==> src/rtl/sr_iter.sv <==
//------------------------------------------------------------------------------
// Module : sr_iter
// Multi-cycle iterative right shifter. It shifts by up to STEP bit positions
// per clock until the captured shift amount is used up. It talks to the
// controller FSM through a start/busy/done handshake.
// Revision: 1.0 - initial release
//
// Ports:
//   clk      in   1        rising-edge clock
//   reset_n  in   1        asynchronous active-low reset
//   start    in   1        request; sampled when not busy (IDLE or DONE)
//   a        in   WIDTH    operand, captured on an accepted start
//   shamt    in   SHAMT_W  shift amount, captured on an accepted start
//   arith    in   1        1 = sign fill, 0 = zero fill
//   rot      in   1        rotate right (only with SR_ROTATE_EN)
//   busy     out  1        high while shifting
//   done     out  1        one-cycle pulse; y is valid in this cycle
//   y        out  WIDTH    result, held until the next accepted start
//
// Build option: define SR_ROTATE_EN to add rotate-right support.
//------------------------------------------------------------------------------
`default_nettype none

module sr_iter #(
  parameter int WIDTH   = 32,
  parameter int SHAMT_W = 5,
  parameter int STEP    = 2
) (
  input  logic               clk,
  input  logic               reset_n,
  input  logic               start,
  input  logic [WIDTH-1:0]   a,
  input  logic [SHAMT_W-1:0] shamt,
  input  logic               arith,
  input  logic               rot,
  output logic               busy,
  output logic               done,
  output logic [WIDTH-1:0]   y
);

  localparam logic [SHAMT_W-1:0] C_STEP = SHAMT_W'(STEP);

  typedef enum logic [1:0] {
    S_IDLE  = 2'd0,
    S_SHIFT = 2'd1,
    S_DONE  = 2'd2
  } state_t;

  state_t             state_q, state_d;
  logic [WIDTH-1:0]   y_q, y_d;
  logic [SHAMT_W-1:0] rem_q, rem_d;
  logic               arith_q, arith_d;
  logic [SHAMT_W-1:0] w_k;
  logic [WIDTH-1:0]   w_shifted;

`ifdef SR_ROTATE_EN
  logic rot_q, rot_d;
`else
  logic unused_rot;
  assign unused_rot = rot;
`endif

  // Step size for this cycle: whatever is left, capped at STEP.
  assign w_k = (rem_q < C_STEP) ? rem_q : C_STEP;

  // Only the STEP constant shift distances exist in hardware; w_k selects
  // one of them, so no full barrel shifter is built.
  always_comb begin
    w_shifted = y_q;
    for (int i = 1; i <= STEP; i++) begin
      if (w_k == SHAMT_W'(i)) begin
        if (arith_q) begin
          w_shifted = $signed(y_q) >>> i;
        end else begin
          w_shifted = y_q >> i;
        end
`ifdef SR_ROTATE_EN
        // Rotate takes priority over the arithmetic fill.
        if (rot_q) begin
          w_shifted = (y_q >> i) | (y_q << (WIDTH - i));
        end
`endif
      end
    end
  end

  always_comb begin
    state_d = state_q;
    y_d     = y_q;
    rem_d   = rem_q;
    arith_d = arith_q;
`ifdef SR_ROTATE_EN
    rot_d   = rot_q;
`endif
    case (state_q)
      // DONE accepts a new start just like IDLE, so operations can run
      // back to back.
      S_IDLE, S_DONE: begin
        state_d = S_IDLE;
        if (start) begin
          y_d     = a;
          rem_d   = shamt;
          arith_d = arith;
`ifdef SR_ROTATE_EN
          rot_d   = rot;
`endif
          state_d = (shamt == '0) ? S_DONE : S_SHIFT;
        end
      end
      S_SHIFT: begin
        y_d   = w_shifted;
        rem_d = rem_q - w_k;
        if (rem_q == w_k) begin
          state_d = S_DONE;
        end
      end
      default: state_d = S_IDLE;
    endcase
  end

  always_ff @(posedge clk or negedge reset_n) begin
    if (!reset_n) begin
      state_q <= S_IDLE;
      y_q     <= '0;
      rem_q   <= '0;
      arith_q <= 1'b0;
`ifdef SR_ROTATE_EN
      rot_q   <= 1'b0;
`endif
    end else begin
      state_q <= state_d;
      y_q     <= y_d;
      rem_q   <= rem_d;
      arith_q <= arith_d;
`ifdef SR_ROTATE_EN
      rot_q   <= rot_d;
`endif
    end
  end

  // Outputs come straight from flops, so there is no input-to-output path.
  assign busy = (state_q == S_SHIFT);
  assign done = (state_q == S_DONE);
  assign y    = y_q;

endmodule

`default_nettype wire
==> config.mk <==
export PLATFORM = sky130hd
export DESIGN_NAME = sr_iter
export DESIGN_NICKNAME = d
export VERILOG_FILES = /design/src/rtl/sr_iter.sv
export SDC_FILE = /design/constraint.sdc
export NUM_CORES = 1
export LEC_CHECK = 0
export BUFFER_PORTS_ARGS = -buffer_cell sky130_fd_sc_hd__buf_2
export CORE_ASPECT_RATIO = 0.6
export CORE_MARGIN = 3
export CORE_UTILIZATION = 30
export DETAILED_ROUTE_END_ITERATION = 6
export RECOVER_POWER = 100
export SETUP_SLACK_MARGIN = 0.02
export SYNTH_ARGS = -nofsm -noshare
export SYNTH_HDL_FRONTEND = slang
export SYNTH_SLANG_ARGS = --single-unit
==> constraint.sdc <==
create_clock -name clk -period 2 [get_ports clk]
set_input_delay 0.3 -clock clk [delete_from_list [all_inputs] [get_ports clk]]
set_output_delay 0.3 -clock clk [all_outputs]
set_load 0.1 [all_outputs]
# --- Word-level counts from Yosys, hierarchy flattened ---
# Cells that the tools add are included.
totals:
  regBits: 40
  latch_bits: 0
  ramBits: 0
  romBits: 0
  in_bits: 42
  out_inout_bits: 34
  word_cells: 38
  n_memories: 0
op_classes:
  add_sub_neg: 1
  n_mul: 0
  div_mod_pow: 0
  n_lt_le_gt_ge: 1
  n_eq_ne: 10
  n_shift: 0
  muxes: 13
  bitwise: 0
  n_reduce_logical: 8
ops:
  columns: ["cell", "n"]
  rows:
  - ["2-to-1 mux 32 bit", 5]
  - ["case mux 32 bit (2 select lines)", 1]
  - ["2-to-1 mux 5 bit", 2]
  - ["case mux 5 bit (2 select lines)", 1]
  - ["2-to-1 mux 2 bit", 3]
  - ["inequality test 3 bit, second input constant", 2]
  - ["equality test 5 x 1 -> 1 bit, second input constant", 1]
  - ["equality test 5 x 2 -> 1 bit, second input constant", 1]
  - ["equality test 5 bit", 1]
  - ["logical NOT 5 bit", 1]
  - ["< comparator 5 x 2 -> 1 bit, second input constant", 1]
  - ["AND reduction 5 bit", 1]
  - ["subtractor 5 bit", 1]
  - ["case mux 2 bit (2 select lines)", 1]
  - ["AND reduction 2 bit", 2]
  - ["inequality test 3 x 1 -> 1 bit, second input constant", 1]
  - ["AND reduction 3 bit", 1]
  - ["equality test 2 x 1 -> 1 bit, second input constant", 1]
  - ["equality test 2 bit, second input constant", 1]
  - ["logical NOT 2 bit", 1]
  - ["inequality test 2 x 1 -> 1 bit, second input constant", 1]
  - ["inequality test 2 bit, second input constant", 1]
  - ["nonzero test 2 bit", 1]
  - ["OR reduction 2 bit", 1]

# --- Depth between registers and ports, before layout ---
# Gate-level depths: netlist of run 1.
logic_depth:
  word_depth: 6
  depth_mapped: 7
  mapped_depth_nobuf: 6

# --- Worst setup path after synthesis of run 1 ---
# OpenSTA, ideal clock, no wires.
synth_path:
  kind: "register to output"
  startpoint: "reg state_q[1]"
  endpoint: "out done"
  t_arrival_ns: 1.959
  required_ns: 1.700
  path_slack_ns: -0.259
  stages_incl_launch_ff: 3
  n_path_buf: 1
  cell_sequence: "dfrtp_1 -> clkbuf_1 -> nor2b_1"
synth_between:
  elab_chain_len: 1
synth_lines:
  columns: ["element", "line", "rtl"]
  rows:
  - ["from (decl)", "49", "state_t state_q, state_d;"]
  - ["from (signal assigned)", "131", "state_q <= state_d;"]
  - ["equality test 2 bit", "143", "assign done = (state_q == S_DONE);"]
  - ["to (decl)", "37", "output logic done,"]
# Every way passes these cells.

# --- Worst setup path after layout of run 1 ---
layout_path:
  startpoint: "reg state_q[0]"
  endpoint: "out busy"
layout_between:
  elab_chain_len: 1
layout_lines:
  columns: ["element", "line", "rtl"]
  rows:
  - ["equality test 2 x 1 -> 1 bit", "142", "assign busy = (state_q == S_SHIFT);"]
  - ["to (decl)", "36", "output logic busy,"]
# Every way passes these cells.

==> summary.txt, run 1 <==
Global routing
  • Antenna violations before repair: 0
  • GR Util All Layers: 15.4%
  • GRT Residual Overflow: 0
  • First-pass GRT wire length: 12.7 mm
  • Largest net degree at the start of global routing: 31
  • Vias in the first global route: 2401

Worst setup path
  • Crit-path slowest cell: dfrtp_1
  • CP Capture Type: output pin
  • CP Launch Type: flop
  • CP delay by family, top: buffers and inverters
  • Buffers & Inverters on Critical Path: 2
  • CP cell instances: nand2b_1 -> clkinv_1 -> clkbuf_2
  • CP Class: flop to output pin
  • Max incr delay on CP: 0.52 ns
  • CP max FO: 9
  • WP data arrival: 1.51 ns
  • WP data required: 1.70 ns

Job
  • Max_cap viols: 0

Cells and area
  • Multi-input gate area in the final layout: 0.00135 mm2
  • Nets@finish: 387
  • Register area: 0.00100 mm2
  • Fillers: 910
  • Ant. Diodes: 0
  • Synth-to-Final Area Change: 21.0%
  • Layout cells sized above 1: 41.0%

Floorplan
  • Die Wd: 130 um
  • Row cnt: 26
  • Core region area: 0.00872 mm2
  • Starting density of the core: 31.7%
  • Die ar.: 0.0104 mm2
  • I/O pin cnt: 76
  • Die Height: 80.4 um

STA
  • Fin crit period: 1.81 ns
  • Final WS setup: 0.194 ns
  • Final hold vios: 0
  • Setup Viol. Count Final: 0
  • Slew margin rel.: 50.0%
  • Final max-slew violation count: 0
  • Max Fclk: 554 MHz
  • Final worst-path cycle share: 90.3%
  • Hold_ws: 0.211 ns
  • Worst-margin pin slew: 0.751 ns
  • Setup Skew: 0.00504 ns
  • Setup TNS: 0 ns
  • Unrepaired setup endpoints after global routing: no

CTS
  • H-tree levels: 2
  • Post-CTS Setup Inserts: 0
  • CTS Sinks: 40
  • CTS Root Cell: clkbuf_16
  • TritonCTS Buffers: 5
  • Max clock buf depth: 2
  • Worst-skew pair later-pin latency: 0.28 ns
  • Hold Buf Count CTS: 1
  • # resized after CTS: 0
  • CTS tree: yes
  • Clock transition at path regs: 0.06 ns

Detailed routing
  • Met2 routed WL: 3.32 mm
  • Routed length on met3: 654 um
  • Via count: 2330
  • Final wirelength: 7.78 mm
  • Top Layer Used: met4
  • Remaining DRCs: 0
  • Wl on met1: 3.77 mm
  • DR iter-0 viols: 104
  • Remaining antenna violation count: 0
  • TritonRoute pass-1 iters: 4
  • Vias per inst: 5.11
  • Wirelength per Cell: 17.1 um

Synthesis
  • Synthesized net count: 310
  • Register area share after synthesis: 36.2%
  • Mapped Cells: 267
  • Avg Cell Area, Syn: 10.4 um2
  • Synth area leaders: dfrtp_1 (36%), o32ai_2 (16%), mux2i_1 (11%), or3b_2 (9.5%), a21oi_1 (5.6%)
  • Most frequent cell after synthesis: dfrtp_1
  • Post-synth ARST share: 100%
  • Post-synth EDFFs: 0
  • Most used DFF post-synth: dfrtp_1
  • Post-synth top area cell: dfrtp_1
  • Top cell type's share of synthesized area: 36.2%
  • Synth cell types: 37
  • Yosys Warn Count: 0
  • Post-synth top cells: dfrtp_1 (40), inv_1 (32), a21oi_1 (31), mux2i_1 (31), or3b_2 (30)
  • FF+latch count, synth: 40
  • Mapped cell area: 0.00277 mm2

Place
  • Post-Place Setup Slack: 0.244 ns
  • Final HPWL DP: 5.72 mm
  • IO buf count: 74
  • GPL Wtd Cong: 0.830

Run status
  • Status: complete, no violations

Min path
  • Hold WC Path Type: input port to flop
[metrics by stage]
step	utilization, %	cell area (um2)	instances
floorplan	-	2770	267
global placement	38.5	3360	448
detailed placement	38.5	3360	448
CTS	40.4	3520	456
global route	38.4	3350	456
finish	38.4	3350	456
[worst register-to-register path, stage by stage, from the launching register on]
cell	delay [ns]
dfrtp_1	0.39
clkbuf_1	0.27
nor3_1	0.12
or2_2	0.29
ha_1	0.24
o211ai_1	0.18
o311ai_0	0.13
[cell usage in the layout, fill, tap and decap left out, drive strengths merged, types with 3 or more instances in the layout]
cell	n
a21oi	31
buf	57
clkbuf	46
dfrtp	40
inv	32
mux2i	31
nand2	9
o211ai	3
o21ai	3
o32ai	30
or3b	30
[worst paths after layout]
path / from / to / slack [ns] / depth (start not counted)
setup / recovery: state_q[0] / busy / 0.19 / 3
hold / removal: arith / arith_q / 0.21 / 3
setup reg to reg: rem_q[4] / rem_q[2] / 0.24 / 6
hold reg to reg: arith_q / arith_q / 0.48 / 2
max in group asynchronous: reset_n / y[14] / 0.77 / 3
min in group asynchronous: reset_n / y[23] / 0.61 / 2
[routing by layer]
metal	global-route usage (%)	up-vias
li1	-	1129
met1	22.7	1120
met2	23.0	77
met3	3.85	4
met4	2.49	0
met5	0	-
[layout make-up]
class                           count  area share (%)
Tap cell                          112            4.19
Sequential cell                    40            29.9
Inverter                           33            3.70
Timing Repair Buffer               97            17.4
Multi-Input combinational cell    167            40.3
Clock buffer                        7            4.56
[registers in the layout, indices dropped and copies added (netlist names)]
signal,count
y,32
rem_q,5
state_q,2
arith_q,1
[cells by family after synthesis]
logic type,after synthesis,synth area share (%)
multiplexers,31,11.2
AO/OA/AOI/OAI,79,27.5
other,1,0.136
AND/OR/NAND/NOR,55,14.7
adder cells (fa/ha/maj),1,0.452
buffers and inverters,60,9.77
flip-flops,40,36.2
Power of run 1 is not shown: default switching activity piles up to over one toggle a cycle in this logic, so the estimate is an artifact.
==> run 2, diff against run 1 <==
--- a/config.mk
+++ b/config.mk
@@ -12,4 +12,5 @@
 export DETAILED_ROUTE_END_ITERATION = 6
 export RECOVER_POWER = 100
+export REMOVE_ABC_BUFFERS = 1
 export SETUP_SLACK_MARGIN = 0.02
 export SYNTH_ARGS = -nofsm -noshare
==> constraint.sdc (replaced) <==
create_clock -name clk -period 2 [get_ports clk]
set_input_delay 0.1 -clock clk [delete_from_list [all_inputs] [get_ports clk]]
set_output_delay 0.1 -clock clk [all_outputs]
set_load 0.1 [all_outputs]
==> run 2 against run 1 <==
Compared with the run above: global-route usage fell by 0.23 points; clock skew barely moved; die area did not move; worst hold slack got worse by 0.18 ns; via count barely moved; cell count did not move; core utilization fell by 0.79 points; clock-buffer cell count rose by 1; worst setup slack got worse by 0.025 ns; register-to-register slack got worse by 0.02 ns; non-clock buffer count fell by 1; final area fell by 2.1%.
==> summary.txt, run 2 (synthesis results as in run 1) <==
STA
  • Hold_ws: 0.0313 ns (-0.180 ns)
  • Setup Viol. Count Final: 0 (unchanged)
  • Slew margin rel.: 1.41% (-49 points)
  • Worst-margin pin slew: 1.48 ns (+0.728 ns)
  • Final worst-path cycle share: 91.6% (+1.3 points)
  • Final hold vios: 0 (unchanged)
  • Max Fclk: 546 MHz (-1.4%)
  • Final max-slew violation count: 0 (unchanged)
  • Unrepaired setup endpoints after global routing: no
  • Setup Skew: 0.00526 ns (+0.000223 ns)
  • Fin crit period: 1.83 ns (+0.0252 ns)

Worst setup path
  • CP Capture Type: output pin
  • CP Class: flop to output pin
  • CP Launch Type: flop
  • WP data arrival: 1.73 ns (+0.22 ns)
  • WP data required: 1.90 ns (+0.20 ns)
  • CP max FO: 12 (+3)

CTS
  • TritonCTS Buffers: 5 (unchanged)
  • CTS Root Cell: clkbuf_16
  • CTS tree: yes
  • Post-CTS Setup Inserts: 0 (unchanged)
  • Worst-skew pair later-pin latency: 0.29 ns (about the same)
  • CTS Sinks: 40 (unchanged)
  • # resized after CTS: 0 (unchanged)
  • Clock transition at path regs: 0.06 ns (about the same)
  • Max clock buf depth: 2 (unchanged)
  • Hold Buf Count CTS: 2 (+1)
  • H-tree levels: 2 (unchanged)

Global routing
  • Vias in the first global route: 2397 (-0.17%)
  • Largest net degree at the start of global routing: 38 (+23%)
  • GRT Residual Overflow: 0 (unchanged)
  • First-pass GRT wire length: 12.4 mm (-2.4%)
  • GR Util All Layers: 15.2% (-0.23 points)
  • Antenna violations before repair: 1 (+1)

Place
  • IO buf count: 74 (unchanged)
  • Final HPWL DP: 5.51 mm (-3.6%)
  • Area after DPL: 0.00333 mm2 (-0.97%)
  • GPL Wtd Cong: 0.812 (-2.1%)

Detailed routing
  • Via count: 2328 (-0.086%)
  • TritonRoute pass-1 iters: 4 (unchanged)
  • Final wirelength: 7.58 mm (-2.6%)
  • Wirelength per Cell: 16.6 um (-2.6%)
  • Remaining DRCs: 0 (unchanged)
  • Remaining antenna violation count: 0 (unchanged)
  • DR iter-0 viols: 122 (+17%)
  • Vias per inst: 5.11 (about the same)

Floorplan
  • Die ar.: 0.0104 mm2 (unchanged)
  • Row cnt: 26 (unchanged)
  • I/O pin cnt: 76 (unchanged)
  • Starting density of the core: 31.7% (unchanged)
  • Core region area: 0.00872 mm2 (unchanged)
  • Die Height: 80.4 um (unchanged)
  • Die Wd: 130 um (unchanged)

Job
  • Max_cap viols: 0 (unchanged)

Cells and area
  • Ant. Diodes: 0 (unchanged)
  • Synth-to-Final Area Change: 18.5%
  • Max FFs per register: 32 (unchanged)
  • Most frequent cells in the layout: dfrtp_1 (40), buf_2 (40), clkbuf_1 (37)
  • Nets@finish: 386 (-0.26%)
  • Final core occ: 37.6% (-0.79 points)
  • Finished Cell Area: 0.00328 mm2 (-2.1%)
  • Layout cells sized above 1: 31.1% (-9.9 points)

Min path
  • Hold WC Path Type: input port to flop

Run status
  • Status: complete, no violations
==> run 2: stage by stage <==
step                      setup WS (ns)  instances  TNS (ns)
after global routing             0.0630        456         0
after detailed placement          0.230        446         0
after CTS                         0.167        456         0
final                             0.169        456         0
after floorplan                   -1.91        240    -60.53
after global placement            0.301        446         0
==> run 2: worst paths after layout <==
| path | from | endpoint | slack, ns | depth (start not counted) |
|---|---|---|---|---|
| setup / recovery | state_q[1] | busy | 0.17 | 3 |
| hold / removal | a[31] | y[31] | 0.03 | 3 |
| setup reg to reg | state_q[1] | y[30] | 0.22 | 5 |
| hold reg to reg | arith_q | arith_q | 0.48 | 2 |
| max in group asynchronous | reset_n | y[23] | 0.35 | 3 |
| min in group asynchronous | reset_n | y[0] | 0.70 | 2 |
==> run 2: cell type report <==
class / instances / area, um2
well taps: 112 / 140
clock buffers: 8 / 146
inverters: 33 / 124
flip-flops and latches: 40 / 1000
fillers: 912 / 5440
repair buffers: 96 / 515
multi-input cells: 167 / 1350
==> run 2: critical path, cell delays in order (launching register included) <==
cell and delay [ns]:
dfrtp_1 0.52, nand2b_1 0.18, clkinv_1 0.32, buf_2 0.42
==> run 2: routing by layer <==
layer  wire [um]  global-route usage, %
met1        3980                   21.5
met2        2950                   22.1
met3         530                   4.78
met4         111                   4.46
met5           7                      0
Power of run 2 is left out for the same reason.
